==> src/rtl/color_config_arbiter.sv <==
// Configuration-bus sequencer: replays boot defaults after reset, then arbitrates
// two requesters round-robin, optionally only during vertical blanking.
module color_config_arbiter #(
  parameter int unsigned                            C_ADDR_WIDTH  = 8,
  parameter int unsigned                            C_DATA_WIDTH  = 16,
  parameter int unsigned                            DEFAULT_COUNT = 4,
  parameter logic [DEFAULT_COUNT*C_DATA_WIDTH-1:0] DEFAULT_INIT  = '0,
  parameter bit                                     BLANK_GATE    = 1'b1
) (
  input  logic                    Clk,
  input  logic                    Rst,
  input  logic                    V_Blank,
  input  logic [C_ADDR_WIDTH-1:0] Req0_Addr,
  input  logic [C_DATA_WIDTH-1:0] Req0_Data,
  input  logic                    Req0_Valid,
  output logic                    Req0_Rdy,
  input  logic [C_ADDR_WIDTH-1:0] Req1_Addr,
  input  logic [C_DATA_WIDTH-1:0] Req1_Data,
  input  logic                    Req1_Valid,
  output logic                    Req1_Rdy,
  output logic [C_ADDR_WIDTH-1:0] C_Addr,
  output logic [C_DATA_WIDTH-1:0] C_Data,
  output logic                    C_Valid,
  input  logic                    C_Rdy,
  output logic [1:0]              Grant,
  output logic                    Boot_Done
);

  localparam logic [C_ADDR_WIDTH-1:0] LAST_IDX = C_ADDR_WIDTH'(DEFAULT_COUNT - 1);

  typedef enum logic [1:0] {
    S_BOOT  = 2'd0,
    S_IDLE  = 2'd1,
    S_WRITE = 2'd2
  } state_e;

  state_e                  state_q, state_d;
  logic [C_ADDR_WIDTH-1:0] idx_q, idx_d;
  logic [C_ADDR_WIDTH-1:0] addr_q, addr_d;
  logic [C_DATA_WIDTH-1:0] data_q, data_d;
  logic                    valid_q, valid_d;
  logic [1:0]              grant_q, grant_d;
  logic                    done_q, done_d;
  logic                    last_q, last_d;   // 1 = port 1 was granted last

  logic                    gate_open_c;
  logic                    accept_c;
  logic                    sel1_c;
  logic [C_ADDR_WIDTH-1:0] idx_inc_c;

  // Boot word lookup by index, written as a compare loop to keep slicing in range.
  function automatic logic [C_DATA_WIDTH-1:0] boot_word(input logic [C_ADDR_WIDTH-1:0] idx);
    boot_word = '0;
    for (int unsigned k = 0; k < DEFAULT_COUNT; k++) begin
      if (idx == C_ADDR_WIDTH'(k)) begin
        boot_word = DEFAULT_INIT[k*C_DATA_WIDTH +: C_DATA_WIDTH];
      end
    end
  endfunction

  assign gate_open_c = V_Blank | ~BLANK_GATE;
  assign accept_c    = (state_q == S_IDLE) & gate_open_c & (Req0_Valid | Req1_Valid);
  // Port 1 wins when alone, or when both are pending and port 0 had the last grant.
  assign sel1_c      = Req1_Valid & (~Req0_Valid | ~last_q);
  assign idx_inc_c   = idx_q + C_ADDR_WIDTH'(1);

  assign Req0_Rdy = accept_c & ~sel1_c;
  assign Req1_Rdy = accept_c &  sel1_c;

  always_comb begin
    state_d = state_q;
    idx_d   = idx_q;
    addr_d  = addr_q;
    data_d  = data_q;
    valid_d = valid_q;
    grant_d = grant_q;
    done_d  = done_q;
    last_d  = last_q;

    case (state_q)
      S_BOOT: begin
        if (!valid_q) begin
          valid_d = 1'b1;
          addr_d  = idx_q;
          data_d  = boot_word(idx_q);
        end else if (C_Rdy) begin
          if (idx_q == LAST_IDX) begin
            valid_d = 1'b0;
            done_d  = 1'b1;
            state_d = S_IDLE;
          end else begin
            idx_d  = idx_inc_c;
            addr_d = idx_inc_c;
            data_d = boot_word(idx_inc_c);
          end
        end
      end

      S_IDLE: begin
        if (accept_c) begin
          valid_d = 1'b1;
          state_d = S_WRITE;
          if (sel1_c) begin
            addr_d  = Req1_Addr;
            data_d  = Req1_Data;
            grant_d = 2'b10;
            last_d  = 1'b1;
          end else begin
            addr_d  = Req0_Addr;
            data_d  = Req0_Data;
            grant_d = 2'b01;
            last_d  = 1'b0;
          end
        end
      end

      S_WRITE: begin
        if (C_Rdy) begin
          valid_d = 1'b0;
          grant_d = 2'b00;
          state_d = S_IDLE;
        end
      end

      default: begin
        state_d = S_BOOT;
      end
    endcase
  end

  always_ff @(posedge Clk or negedge Rst) begin
    if (!Rst) begin
      state_q <= S_BOOT;
      idx_q   <= '0;
      addr_q  <= '0;
      data_q  <= '0;
      valid_q <= 1'b0;
      grant_q <= 2'b00;
      done_q  <= 1'b0;
      last_q  <= 1'b1;
    end else begin
      state_q <= state_d;
      idx_q   <= idx_d;
      addr_q  <= addr_d;
      data_q  <= data_d;
      valid_q <= valid_d;
      grant_q <= grant_d;
      done_q  <= done_d;
      last_q  <= last_d;
    end
  end

  assign C_Addr    = addr_q;
  assign C_Data    = data_q;
  assign C_Valid   = valid_q;
  assign Grant     = grant_q;
  assign Boot_Done = done_q;

endmodule

==> config.mk <==
export PLATFORM = sky130hd
export DESIGN_NAME = color_config_arbiter
export DESIGN_NICKNAME = d
export VERILOG_FILES = /design/src/rtl/color_config_arbiter.sv
export SDC_FILE = /design/constraint.sdc
export NUM_CORES = 1
export LEC_CHECK = 0
export CAP_MARGIN = 20
export CORE_UTILIZATION = 35
export DETAILED_ROUTE_END_ITERATION = 8
export PLACE_DENSITY = 0.67
export SLEW_MARGIN = 20
export SYNTH_ARGS = -nofsm -noshare
export SYNTH_HDL_FRONTEND = slang
export SYNTH_SLANG_ARGS = --single-unit
export TNS_END_PERCENT = 10
==> constraint.sdc <==
create_clock -name Clk -period 1.7 [get_ports Clk]
set_input_delay 0.17 -clock Clk [delete_from_list [all_inputs] [get_ports Clk]]
set_output_delay 0.17 -clock Clk [all_outputs]
set_load 0.005 [all_outputs]
==> results.sh, run 1 <==
export IMPL_synth_top_area_cell="dfrtp_1"
export IMPL_grt_pass1_wl_mm=10.6
export IMPL_grt_pass1_vias=2188
export IMPL_ir_drop_uv=738
export IMPL_synth_most_common_cell="nand2_1"
export IMPL_arrival_ns=1.90
export IMPL_failed_checks="DRC, setup timing"
export IMPL_rsz0062_at_grt="yes"
export IMPL_wl_per_cell_um=15.1
export IMPL_num_rows=29
export IMPL_clkSlewWorstSetupHoldPaths_ns=0.08
export IMPL_dp_hpwl_mm=4.89
export IMPL_cp_max_fo=10
export IMPL_netlist_area_um2=2390
export IMPL_path_class="flip-flop to flip-flop"
export IMPL_vias_per_cell=4.92
export IMPL_min_path_type="input pin to async pin"
export IMPL_antenna_found_initial=0
export IMPL_start_util=0.369
export IMPL_synth_edff_count=0
export IMPL_port_buffers=83
export IMPL_fillers=565
export IMPL_htree_levels=2
export IMPL_grt_max_degree=22
export IMPL_cts_root_buf="clkbuf_8"
export IMPL_synth_seq_cells=39
export IMPL_synth_top_area_frac=0.399
export IMPL_setup_tns_ns=-0.441
export IMPL_area_growth_pct=60.4
export IMPL_synth_area_top_cells="dfrtp_1 (40%), mux2_4 (13%), nand2_1 (7.4%), a21oi_1 (4.4%), mux2i_1 (3.4%)"
export IMPL_powerDensity_nw_per_um2=1500
export IMPL_cts_tree="done"
export IMPL_setup_viol=24
export IMPL_cts_buffers=5
export IMPL_hold_viol_final=0
export IMPL_worst_pin_slew_ns=0.512
export IMPL_cts_sinks=39
export IMPL_synth_commonest_cells="nand2_1 (47), dfrtp_1 (38), a21oi_1 (21)"
export IMPL_n_antenna_cell=0
export IMPL_finalMaxSlewViolations=0
export IMPL_die_y_um=84.6
export IMPL_crit_path_start_kind="flip-flop"
export IMPL_synthArstFlopShare=1.00
export IMPL_dieArea_um2=7150
export IMPL_cp_cell_sequence="ha_2, nor4b_4, a21boi_2, o221a_4, buf_12, mux2_4"
export IMPL_ant_nets=0
export IMPL_synthFlopType="dfrtp_1"
export IMPL_period_share=1.02
export IMPL_drt_wl_total_mm=6.60
export IMPL_num_nets_final=418
export IMPL_grt_overflow_total=0
export IMPL_gp_congestion=0.815
export IMPL_maxCapViolCount=0
export IMPL_drtIter0Drc=96
export IMPL_holdWs_ns=0.379
export IMPL_period_needed_ns=1.73
export IMPL_crit_path_max_incr_delay_ns=0.36
export IMPL_core_area_um2=6460
export IMPL_worst_path_max_delay_cell="dfrtp_1"
export IMPL_cts_buffer_depth=2
export IMPL_grt_usage=0.189
export IMPL_synth_warnings=0
export IMPL_dieWidth_um=84.6
export IMPL_dr_pass1_iters=7
export IMPL_slew_headroom=0.658
export IMPL_drc=7
export IMPL_status="finished, violations left"
export IMPL_io_pins=84
export IMPL_cp_end_kind="flip-flop"
export IMPL_ys_types=42
export IMPL_fin_skew_ns=0.00867
export IMPL_fmax_mhz=578
export IMPL_ys_seq_area_frac=0.410
export IMPL_power_leakage_nw=1.73
export IMPL_syn_nets=291
export IMPL_layout_drive_gt1_share=0.300
export IMPL_worstSkewPairLatency_ns=0.29
export IMPL_critPathRequiredTime_ns=1.87
export IMPL_routed_via_count=2150
export IMPL_syn_area_per_cell_um2=10.3
export IMPL_netlist_instances=232
export IMPL_layout_setup_ws_ns=-0.0311
[final cells by class]
cell class / instances / area [µm²] / area share
inverter: 7 / 26.3 / 0.00687
multi-input combinational: 171 / 1370 / 0.357
tap: 77 / 96.3 / 0.0252
sequential: 39 / 977 / 0.255
clock buffer: 7 / 86.3 / 0.0226
timing repair buffer: 135 / 1270 / 0.332
clock inverter: 1 / 5.00 / 0.00131
[cell families after synthesis]
logic type	after synthesis	synth area share
fa+ha+maj	5	0.0262
mux	35	0.192
buf+inv	22	0.0561
xor+xnor	11	0.0404
simple gates	76	0.154
flops	39	0.410
compound gates	44	0.121
[routing by layer]
| layer | vias up | routed length (µm) | GRT usage |
|---|---|---|---|
| met5 | - | 0 | 0 |
| met4 | 0 | 81 | 0.0524 |
| met3 | 8 | 463 | 0.0551 |
| met2 | 71 | 3100 | 0.303 |
| met1 | 1005 | 2950 | 0.249 |
| li1 | 1066 | - | - |
[through the flow]
step | instances | power, mW | instance area [µm²] | utilization | setup slack (ns)
5_1_grt | 437 | 6.11 | 3830 | 0.592 | -0.107
2_1_floorplan | 232 | 3.45 | 2390 | - | -0.176
6_report | 437 | 5.73 | 3830 | 0.592 | -0.0311
3_3_place_gp | 422 | 4.80 | 3580 | 0.554 | -0.203
3_5_place_dp | 422 | 4.87 | 3580 | 0.554 | -0.319
4_1_cts | 434 | 5.63 | 3750 | 0.580 | -0.0652
[sequential cells by signal, indices dropped and copies added (netlist names)]
register	flops
idx_q	8
C_Valid	1
Boot_Done	1
C_Data	16
Grant	2
C_Addr	8
state_q	2
last_q	1
[cells in the final DEF (no fill, tap or decap), types with 2 or more instances in the layout]
cell type        Yosys  layout
mux2_4              20      21
o21ai_0              2       2
o211ai_1             2       2
xnor2_1              5       5
buf_6                2       4
ha_2                 0       2
a21oi_2              0       3
xor2_1               6       6
mux2_2               7       6
nand4_1              3       3
clkbuf_8             0       6
nor2b_1              3       2
inv_1                7       5
nand3b_1             2       2
dfrtp_1             38      38
a211oi_1             2       2
a31oi_1              3       3
clkdlybuf4s50_1      0      80
buf_4                0      44
a2bb2oi_1            2       2
nand2_1             47      47
nand3_1              4       3
a21oi_1             21      18
inv_2                0       2
ha_4                 0       2
nor2_1               7       7
buf_12               2       3
o22ai_1              3       3
and3_4               0       2
mux2i_1              8       8
[worst paths after layout]
check / from / end / slack (ns) / depth (start not counted)
setup / recovery: idx_q[0]$_DFFE_PN0P_ / C_Data[7]$_DFFE_PN0P_ / -0.03 / 6
hold / removal: Rst / C_Addr[6]$_DFFE_PN0P_ / 0.38 / 2
setup reg to reg: idx_q[0]$_DFFE_PN0P_ / C_Data[7]$_DFFE_PN0P_ / -0.03 / 6
hold reg to reg: Boot_Done$_DFFE_PN0P_ / Boot_Done$_DFFE_PN0P_ / 0.48 / 1
max in group asynchronous: Rst / last_q$_DFFE_PN1P_ / 0.75 / 3
min in group Clk: Boot_Done$_DFFE_PN0P_ / Boot_Done$_DFFE_PN0P_ / 0.48 / 1
[report_power, final]
part | switching [mW] | internal, mW
logic | 1.37 | 2.15
registers | 0.258 | 1.30
clock network | 0.325 | 0.328
total | 1.95 | 3.78
[critical path: cells and delay by family, from the launching register on]
family                   cells  cell delay [ns]
multiplexers                 1             0.29
adder cells (fa/ha/maj)      1             0.19
buffers and inverters        1             0.16
AO/OA/AOI/OAI                2             0.37
AND/OR/NAND/NOR              1             0.23
flip-flops                   1             0.36
[timing repair]
item	in CTS	in global routing
hold endpoints to repair	20	0
setup buffers	3	3
pin swaps	2	1
resized for setup	12	16
hold buffers	1	0
endpoints found under the setup margin	26	30
cloned	0	0
Note: power is estimated with default switching activity, not from simulation.
==> run 2: changes to the inputs <==
- HOLD_SLACK_MARGIN: not set -> 0.05
==> results of run 2 <==
No change in the layout: final DEF, timing and power equal those of run 1.
==> run 3: changes to the inputs <==
- clock period: 1.7 -> 1.4 ns (I/O delays scaled with it)
==> run 3 against run 2 <==
Net effect:
- worst setup slack worse by 0.30 ns
- clock power is 24% higher
- largest cell class unchanged
- sequential power is 21% higher
- critical endpoint is now C_Addr[6]$_DFFE_PN0P_
- via count is 1.3% higher
- the flow still finishes with violations (DRC, setup timing)
- clock skew hardly changed
==> results.sh, run 3 (synthesized netlist as in run 1, its figures left out) <==
export IMPL_grt_max_degree=21
export IMPL_port_buffers=83
export IMPL_power_mw=7.11
export IMPL_vias_per_cell=4.92
export IMPL_grt_overflow_total=0
export IMPL_worst_pin_slew_ns=0.540
export IMPL_regArea_um2=977
export IMPL_critPathRequiredTime_ns=1.63
export IMPL_fin_util=0.607
export IMPL_cts_buffers=5
export IMPL_crit_path_start_kind="flip-flop"
export IMPL_cts_sinks=39
export IMPL_num_nets_final=424
export IMPL_clockPowerShare=0.114
export IMPL_worstSkewPairLatency_ns=0.29
export IMPL_drc=7
export IMPL_dieArea_um2=7150
export IMPL_cts_root_buf="clkbuf_8"
export IMPL_dp_hpwl_mm=4.99
export IMPL_n_antenna_cell=0
export IMPL_cp_max_fo=7
export IMPL_power_switching_mw=2.44
export IMPL_io_pins=84
export IMPL_status="finished, violations left"
export IMPL_antenna_found_initial=0
export IMPL_core_area_um2=6460
export IMPL_r2r_start="state_q[0]$_DFFE_PN0P_"
export IMPL_htree_levels=2
export IMPL_reg2reg_depth=6
export IMPL_power_frac_comb=0.621
export IMPL_layout_cells_most_common="clkdlybuf4s50_1"
export IMPL_arrival_ns=1.96
export IMPL_period_needed_ns=1.73
export IMPL_fillers=553
export IMPL_finalMaxSlewViolations=0
export IMPL_num_rows=29
export IMPL_layout_drive_gt1_share=0.339
export IMPL_fmax_mhz=578
export IMPL_grt_usage=0.195
export IMPL_area_growth_pct=64.4
export IMPL_rsz0062_at_grt="yes"
export IMPL_wl_per_cell_um=15.4
export IMPL_powerDensity_nw_per_um2=1810
export IMPL_maxCapViolCount=0
export IMPL_power_leakage_nw=1.78
export IMPL_multi_input_area_um2=1400
export IMPL_gp_congestion=0.824
export IMPL_setup_viol=36
export IMPL_switching_share=0.343
export IMPL_period_share=1.23
export IMPL_dr_pass1_iters=6
export IMPL_layout_cells_most_common_list="clkdlybuf4s50_1 (78), nand2_1 (46), buf_4 (44)"
export IMPL_largest_register_ffs=16
export IMPL_clkSlewWorstSetupHoldPaths_ns=0.08
export IMPL_ir_drop_uv=975
export IMPL_drtIter0Drc=79
export IMPL_setup_worst_path_end="C_Addr[6]$_DFFE_PN0P_"
export IMPL_regToRegEndpoint="C_Addr[6]$_DFFE_PN0P_"
export IMPL_ant_nets=0
export IMPL_p_int_mw=4.67
export IMPL_grt_pass1_wl_mm=10.9
export IMPL_min_path_type="input pin to async pin"
export IMPL_drt_wl_total_mm=6.81
export IMPL_fin_skew_ns=0.00869
export IMPL_start_util=0.369
export IMPL_cp_end_kind="flip-flop"
export IMPL_dieWidth_um=84.6
export IMPL_p_seq_frac=0.266
export IMPL_crit_path_start="state_q[0]$_DFFE_PN0P_"
export IMPL_cts_tree="done"
export IMPL_rrSetupSlack_ns=-0.33
export IMPL_grt_pass1_vias=2225
export IMPL_setup_tns_ns=-8.20
export IMPL_slew_headroom=0.640
export IMPL_failed_checks="DRC, setup timing"
export IMPL_die_y_um=84.6
export IMPL_hold_viol_final=0
export IMPL_routed_via_count=2178
export IMPL_path_class="flip-flop to flip-flop"
export IMPL_layout_setup_ws_ns=-0.329
export IMPL_cts_buffer_depth=2
==> run 3: power groups by stage <==
stage               sequential, mW  combinational (mW)  clock (mW)
floorplan                     1.88                2.30           0
detailed placement            1.91                3.96           0
CTS                           1.89                4.35       0.828
finish                        1.89                4.41       0.807
global placement              1.89                3.88           0
global route                  1.94                4.74       0.878
==> run 3: layout make-up <==
cell class                 instances  share of cell area
multi-input combinational        171               0.358
timing repair buffer             141               0.338
inverter                           7             0.00670
tap                               77              0.0246
sequential                        39               0.249
clock inverter                     1             0.00128
clock buffer                       7              0.0220
==> run 3: how the worst min path moves through the flow <==
stage / from / to
6_report: Rst / idx_q[2]$_DFFE_PN0P_
5_1_grt: Rst / idx_q[5]$_DFFE_PN0P_
4_1_cts: Rst / C_Addr[1]$_DFFE_PN0P_
3_5_place_dp: Rst / idx_q[5]$_DFFE_PN0P_
3_3_place_gp: Rst / idx_q[2]$_DFFE_PN0P_
2_1_floorplan: Rst / Boot_Done$_DFFE_PN0P_
==> run 3: metrics by stage <==
stage,instance area [µm²],instances,hold slack [ns],setup WS (ns)
finish,3920,443,0.369,-0.329
global placement,3600,427,0.136,-0.452
global route,3920,443,0.421,-0.402
detailed placement,3600,427,0.149,-0.567
CTS,3880,443,0.388,-0.339
floorplan,2390,232,-0.156,-0.476
==> run 3: what timing repair did <==
action | CTS | global route
gates resized for setup | 41 | 9
hold endpoints to repair | 18 | 0
endpoints found under the setup margin | 41 | 41
pin swaps | 9 | 4
setup buffers | 7 | 0
hold buffers | 1 | 0
==> run 3: critical path, stage by stage (launching register included) <==
cell,delay [ns]
dfrtp_1,0.43
ha_4,0.18
buf_6,0.13
buf_4,0.15
or4_4,0.51
o211ai_1,0.10
mux2_4,0.17
==> run 3: routing by layer <==
metal	wire, µm	share of wire	track usage
met1	3130	0.46	0.254
met2	3250	0.48	0.324
met3	407	0.060	0.0433
met4	25	0.0037	0.0586
met5	0	0	0
==> RTL change 1 (config.mk and constraints of run 3) <==
Re-encode `state_e` (3 states) as one-hot, 3 bits wide.
--- a/src/rtl/color_config_arbiter.sv
+++ b/src/rtl/color_config_arbiter.sv
@@ -28,10 +28,10 @@
 
   localparam logic [C_ADDR_WIDTH-1:0] LAST_IDX = C_ADDR_WIDTH'(DEFAULT_COUNT - 1);
 
-  typedef enum logic [1:0] {
-    S_BOOT  = 2'd0,
-    S_IDLE  = 2'd1,
-    S_WRITE = 2'd2
+  typedef enum logic [2:0] {
+    S_BOOT  = 3'b001,
+    S_IDLE  = 3'b010,
+    S_WRITE = 3'b100
   } state_e;
 
   state_e                  state_q, state_d;
Function: no difference found for any inputs over 10 cycles, from zero or initial values and one cycle with Rst low; not proved beyond that.
==> RTL change 1 against run 3 <==
- the run ends with negative setup slack left
- clock power is 33% higher
- worst setup slack worse by 0.42 ns
- count of clock-buffer cells in the layout stayed put
- sequential cell count is 1 higher
- wire length is 3.4% higher
- power is 7.8% lower
- highest routed layer unchanged
- synthesized area is 3.3% lower
- design area is 0.26% lower
- first-iteration DRC count is 30% higher
- fmax is 20% lower
==> RTL change 1: results <==
group,metric,value,unit
pwr,swShare,33.6,%
placed_design,io_buffer_count,83,
final_layout,largest_reg_flops,16,
sta,finalWorstSetupSlack,-0.749,ns
logic_synthesis,synthTopCellsByArea,"dfrtp_1 (41%), mux2_1 (12%), nand2_1 (7.2%), mux2i_1 (4.3%), a21oi_1 (3.7%)",
hold_path,hold_class,"input port to asynchronous set/reset pin",
pwr,clkPwrFrac,16.3,%
sta,worst_slew_pin_slew,0.536,ns
setup_path,crit_family,"compound AO/OA/AOI/OAI gates",
routing,postRouteWirelength,7040,um
clock_network,clk_pin_slew,0.08,ns
grt,grt_antenna_before_repair,0,
final_layout,drive_above_1_share,27.7,%
grt,grt_start_max_net_pins,41,
setup_path,crit_fanout,6,
logic_synthesis,synthTopCellsByCount,"nand2_1 (44), dfrtp_1 (38), mux2_1 (24)",
logic_synthesis,async_reset_ff_share,100,%
clock_network,h-tree-depth,2,
routing,drt-initial-drc-count,103,
status,violations,"negative setup slack",
clock_network,cts_root_buf,"clkbuf_8",
logic_synthesis,yosysWarnings,0,
setup_path,max_stage_delay,0.39,ns
pwr,p_leak,1.73,nW
grt,grt_pass1_wl,10300,um
clock_network,cts_buffers,5,
logic_synthesis,yosysSeqAreaShare,43.5,%
logic_synthesis,avgSynthCellArea,9.69,um^2
routing,drt-pass1-iter-count,4,
routing,drc,0,
placed_design,place_inst,422,
placed_design,dpl.hpwl,4640,um
grt,grt_pass1_vias,2144,
setup_path,cp_slowest_cell,"dfrtp_1",
routing,via_per_inst,5.12,
sta,setup_viol,40,
status,outcome,"finished, violations left",
placed_design,place_congestion,0.811,
grt,grt_usage,18.8,%
logic_synthesis,syn-num-nets,293,
sta,finalClockSkew,0.00540,ns
clock_network,cts.path.max_buffers,2,
pwr,p_per_area,1680,nW/um^2
pwr,sequentialPower,1.58,mW
clock_network,worst_skew_pair.late_latency,0.30,ns
pwr,ir_drop,1.14,mV
final_layout,fillers,538,
final_layout,diodes,0,
final_layout,nNetsFinal,412,
setup_path,arrival,2.34,ns
routing,wl_per_cell,16.2,um
logic_synthesis,yosys_most_used_dff,"dfrtp_1",
logic_synthesis,ys_types,43,
RTL change 1: worst paths after layout:
path / start / end / slack, ns / cells past startpoint
max reg2reg: idx_q[0] / C_Data[6] / -0.75 / 7
max: idx_q[0] / C_Data[6] / -0.75 / 7
min reg2reg: Boot_Done / Boot_Done / 0.48 / 1
min in group Clk: Boot_Done / Boot_Done / 0.48 / 1
min: Rst / C_Data[12] / 0.43 / 3
max in group asynchronous: Rst / state_q[0] / 0.58 / 3
RTL change 1: per-stage QoR:
step                area, um^2  TNS, ns  util (%)
floorplan                 2320   -20.71         -
global placement          3490   -20.78      55.0
detailed placement        3490   -22.00      55.0
CTS                       3690   -20.95      58.1
global route              3910   -23.77      61.6
finish                    3910   -20.76      61.6
RTL change 1: final cells by class:
class,count,share of cell area (%)
Timing Repair Buffer,129,32.7
Clock buffer,7,2.46
Tap cell,77,2.46
Inverter,4,0.384
Multi-Input combinational cell,177,35.6
Clock inverter,1,0.768
Sequential cell,40,25.6
RTL change 1: kinds of logic (layout without fill, tap and decap cells):
kind of cell             after synthesis  count (layout)  share of synthesized area (%)
AO/OA/AOI/OAI                         44              44                           13.1
adder cells (fa/ha/maj)                1               1                          0.542
AND/OR/NAND/NOR                       84              84                           17.4
flip-flops                            40              40                           43.5
multiplexers                          35              35                           16.5
XOR/XNOR                              13              13                           4.93
buffers and inverters                 21             141                           4.01
RTL change 1: what timing repair did:
action                                  4_1_cts  5_1_grt
hold buffers                                  1        0
resized for setup                            20       37
cloned                                        0        3
endpoints found under the setup margin       43       43
setup buffers                                 0        2
hold endpoints to repair                     38        0
pin swaps                                     7        4
RTL change 1: layer usage:
layer  share of wire (%)  track usage [%]
met1                  43             23.3
met2                  51             32.4
met3                 4.0             4.08
met4                 1.7             5.96
met5                   0                0
==> RTL change 2 (config.mk and constraints of run 3) <==
Without the edit above. `BLANK_GATE`: 1'b1 -> 1'b0.
--- a/src/rtl/color_config_arbiter.sv
+++ b/src/rtl/color_config_arbiter.sv
@@ -5,7 +5,7 @@
   parameter int unsigned                            C_DATA_WIDTH  = 16,
   parameter int unsigned                            DEFAULT_COUNT = 4,
   parameter logic [DEFAULT_COUNT*C_DATA_WIDTH-1:0] DEFAULT_INIT  = '0,
-  parameter bit                                     BLANK_GATE    = 1'b1
+  parameter bit                                     BLANK_GATE    = 1'b0
 ) (
   input  logic                    Clk,
   input  logic                    Rst,
Function: changed (Yosys sat finds a counterexample within 10 cycles, from zero or initial values and one cycle with Rst low).
==> RTL change 2 against run 3 <==
- power increased by 13%
- synthesized area increased by 1.0%
- the flow finishes with violations (negative setup slack)
- sequential cell count unchanged
- critical path type unchanged
- utilization decreased by 0.47 points
- worst setup slack improved by 0.0037 ns
- design area decreased by 0.22%
- wire length decreased by 7.1%
- first-iteration DRC count decreased by 2.5%
==> RTL change 2: results <==
group,metric,value,unit
status,outcome,"finished, violations left",
status,violations,"negative setup slack",
logic_synthesis,synthMuxAreaShare,26.6,%
grt,grt_pass1_wl,10500,um
routing,drt-initial-drc-count,77,
routing,wl_met2,3070,um
final_layout,nNetsFinal,388,
setup_path,crit_fanout,12,
routing,drt-pass1-iter-count,4,
logic_synthesis,synth_xor_area_share,4.00,%
routing,dr_wl_met3,355,um
placed_design,io_buffer_count,82,
grt,grt_start_max_net_pins,25,
routing,wl_per_cell,15.5,um
logic_synthesis,syn-num-nets,269,
routing,postRouteWirelength,6330,um
placed_design,dp_slack,-0.525,ns
placed_design,dpl.hpwl,4560,um
logic_synthesis,synth_compound_area_share,6.85,%
sta,finalWorstSetupSlack,-0.325,ns
sta,slew_headroom,72.6,%
routing,via_per_inst,4.93,
grt,grt_pass1_vias,2168,
final_layout,final_area,3910,um^2
sta,setup_viol,39,
clock_network,cts_setup_buffers,3,
logic_synthesis,ys_types,41,
logic_synthesis,synthTopCellsByArea,"dfrtp_1 (39%), mux2_4 (11%), mux2i_1 (11%), nor2b_1 (4.4%), mux2_2 (4.2%)",
clock_network,cts_resized,39,
pwr,p_int,5.34,mW
sta,finalClockSkew,0.00744,ns
logic_synthesis,synth_adder_area_share,2.59,%
placed_design,placed_cell_area,3600,um^2
logic_synthesis,synthTopCellsByCount,"dfrtp_1 (38), mux2i_1 (27), mux2_4 (18)",
grt,use_met1,23.0,%
final_layout,drive_above_1_share,31.5,%
routing,wl_met1,2830,um
pwr,ir_drop,1.01,mV
grt,grt_usage,18.3,%
pwr,p_leak,1.73,nW
grt,grt_use_met2,31.7,%
## RTL change 2: cell types whose count changed in the layout (fill, tap and decap cells not counted), sizes merged, moves of 3 or more
cell | before | now
nor2b | 3 | 17
nand4 | 3 | 7
buf | 60 | 46
o22ai | 3 | 0
a21oi | 21 | 8
nand2 | 47 | 9
mux2i | 8 | 27
## RTL change 2: area by class of cell
| cell class | count | area share (%) |
|---|---|---|
| timing repair buffer | 126 | 31.7 |
| inverter | 7 | 0.671 |
| tap | 77 | 2.46 |
| clock inverter | 2 | 1.53 |
| multi-input combinational | 150 | 36.8 |
| sequential | 39 | 25.0 |
| clock buffer | 6 | 1.85 |
## RTL change 2: kinds of logic (layout without fill, tap and decap cells)
logic type / after synthesis / after routing
and+or+nand+nor: 56 / 56
muxes: 54 / 54
DFF: 39 / 39
AOI/OAI and AO/OA: 24 / 24
buffers and inverters: 21 / 141
xor gates and xnor gates: 11 / 11
adders and majority gates: 5 / 5
## RTL change 2: path summary, 6_finish.rpt
kind,slack [ns],to,start
worst min register to register,0.50,Boot_Done,Boot_Done
min in group Clk,0.31,last_q,Req0_Valid
worst max register to register,-0.33,C_Addr[4],state_q[0]
worst min-delay path,0.31,C_Addr[7],Rst
worst max-delay path,-0.33,C_Addr[4],state_q[0]
max in group asynchronous,0.60,idx_q[1],Rst
## RTL change 2: worst max-delay path: stages (launching register included)
cell and delay [ns]:
dfrtp_1 0.43, ha_4 0.18, buf_6 0.12, buf_8 0.13, o221a_4 0.29, buf_12 0.16
mux2_4 0.29
## RTL change 2: power groups by stage
stage	Clock, mW	Sequential, mW	Combinational (mW)
detailed placement	0	1.85	4.50
global route	1.20	1.91	5.41
global placement	0	1.85	4.39
floorplan	0	1.84	2.76
CTS	1.15	1.85	4.92
finish	1.12	1.86	5.03
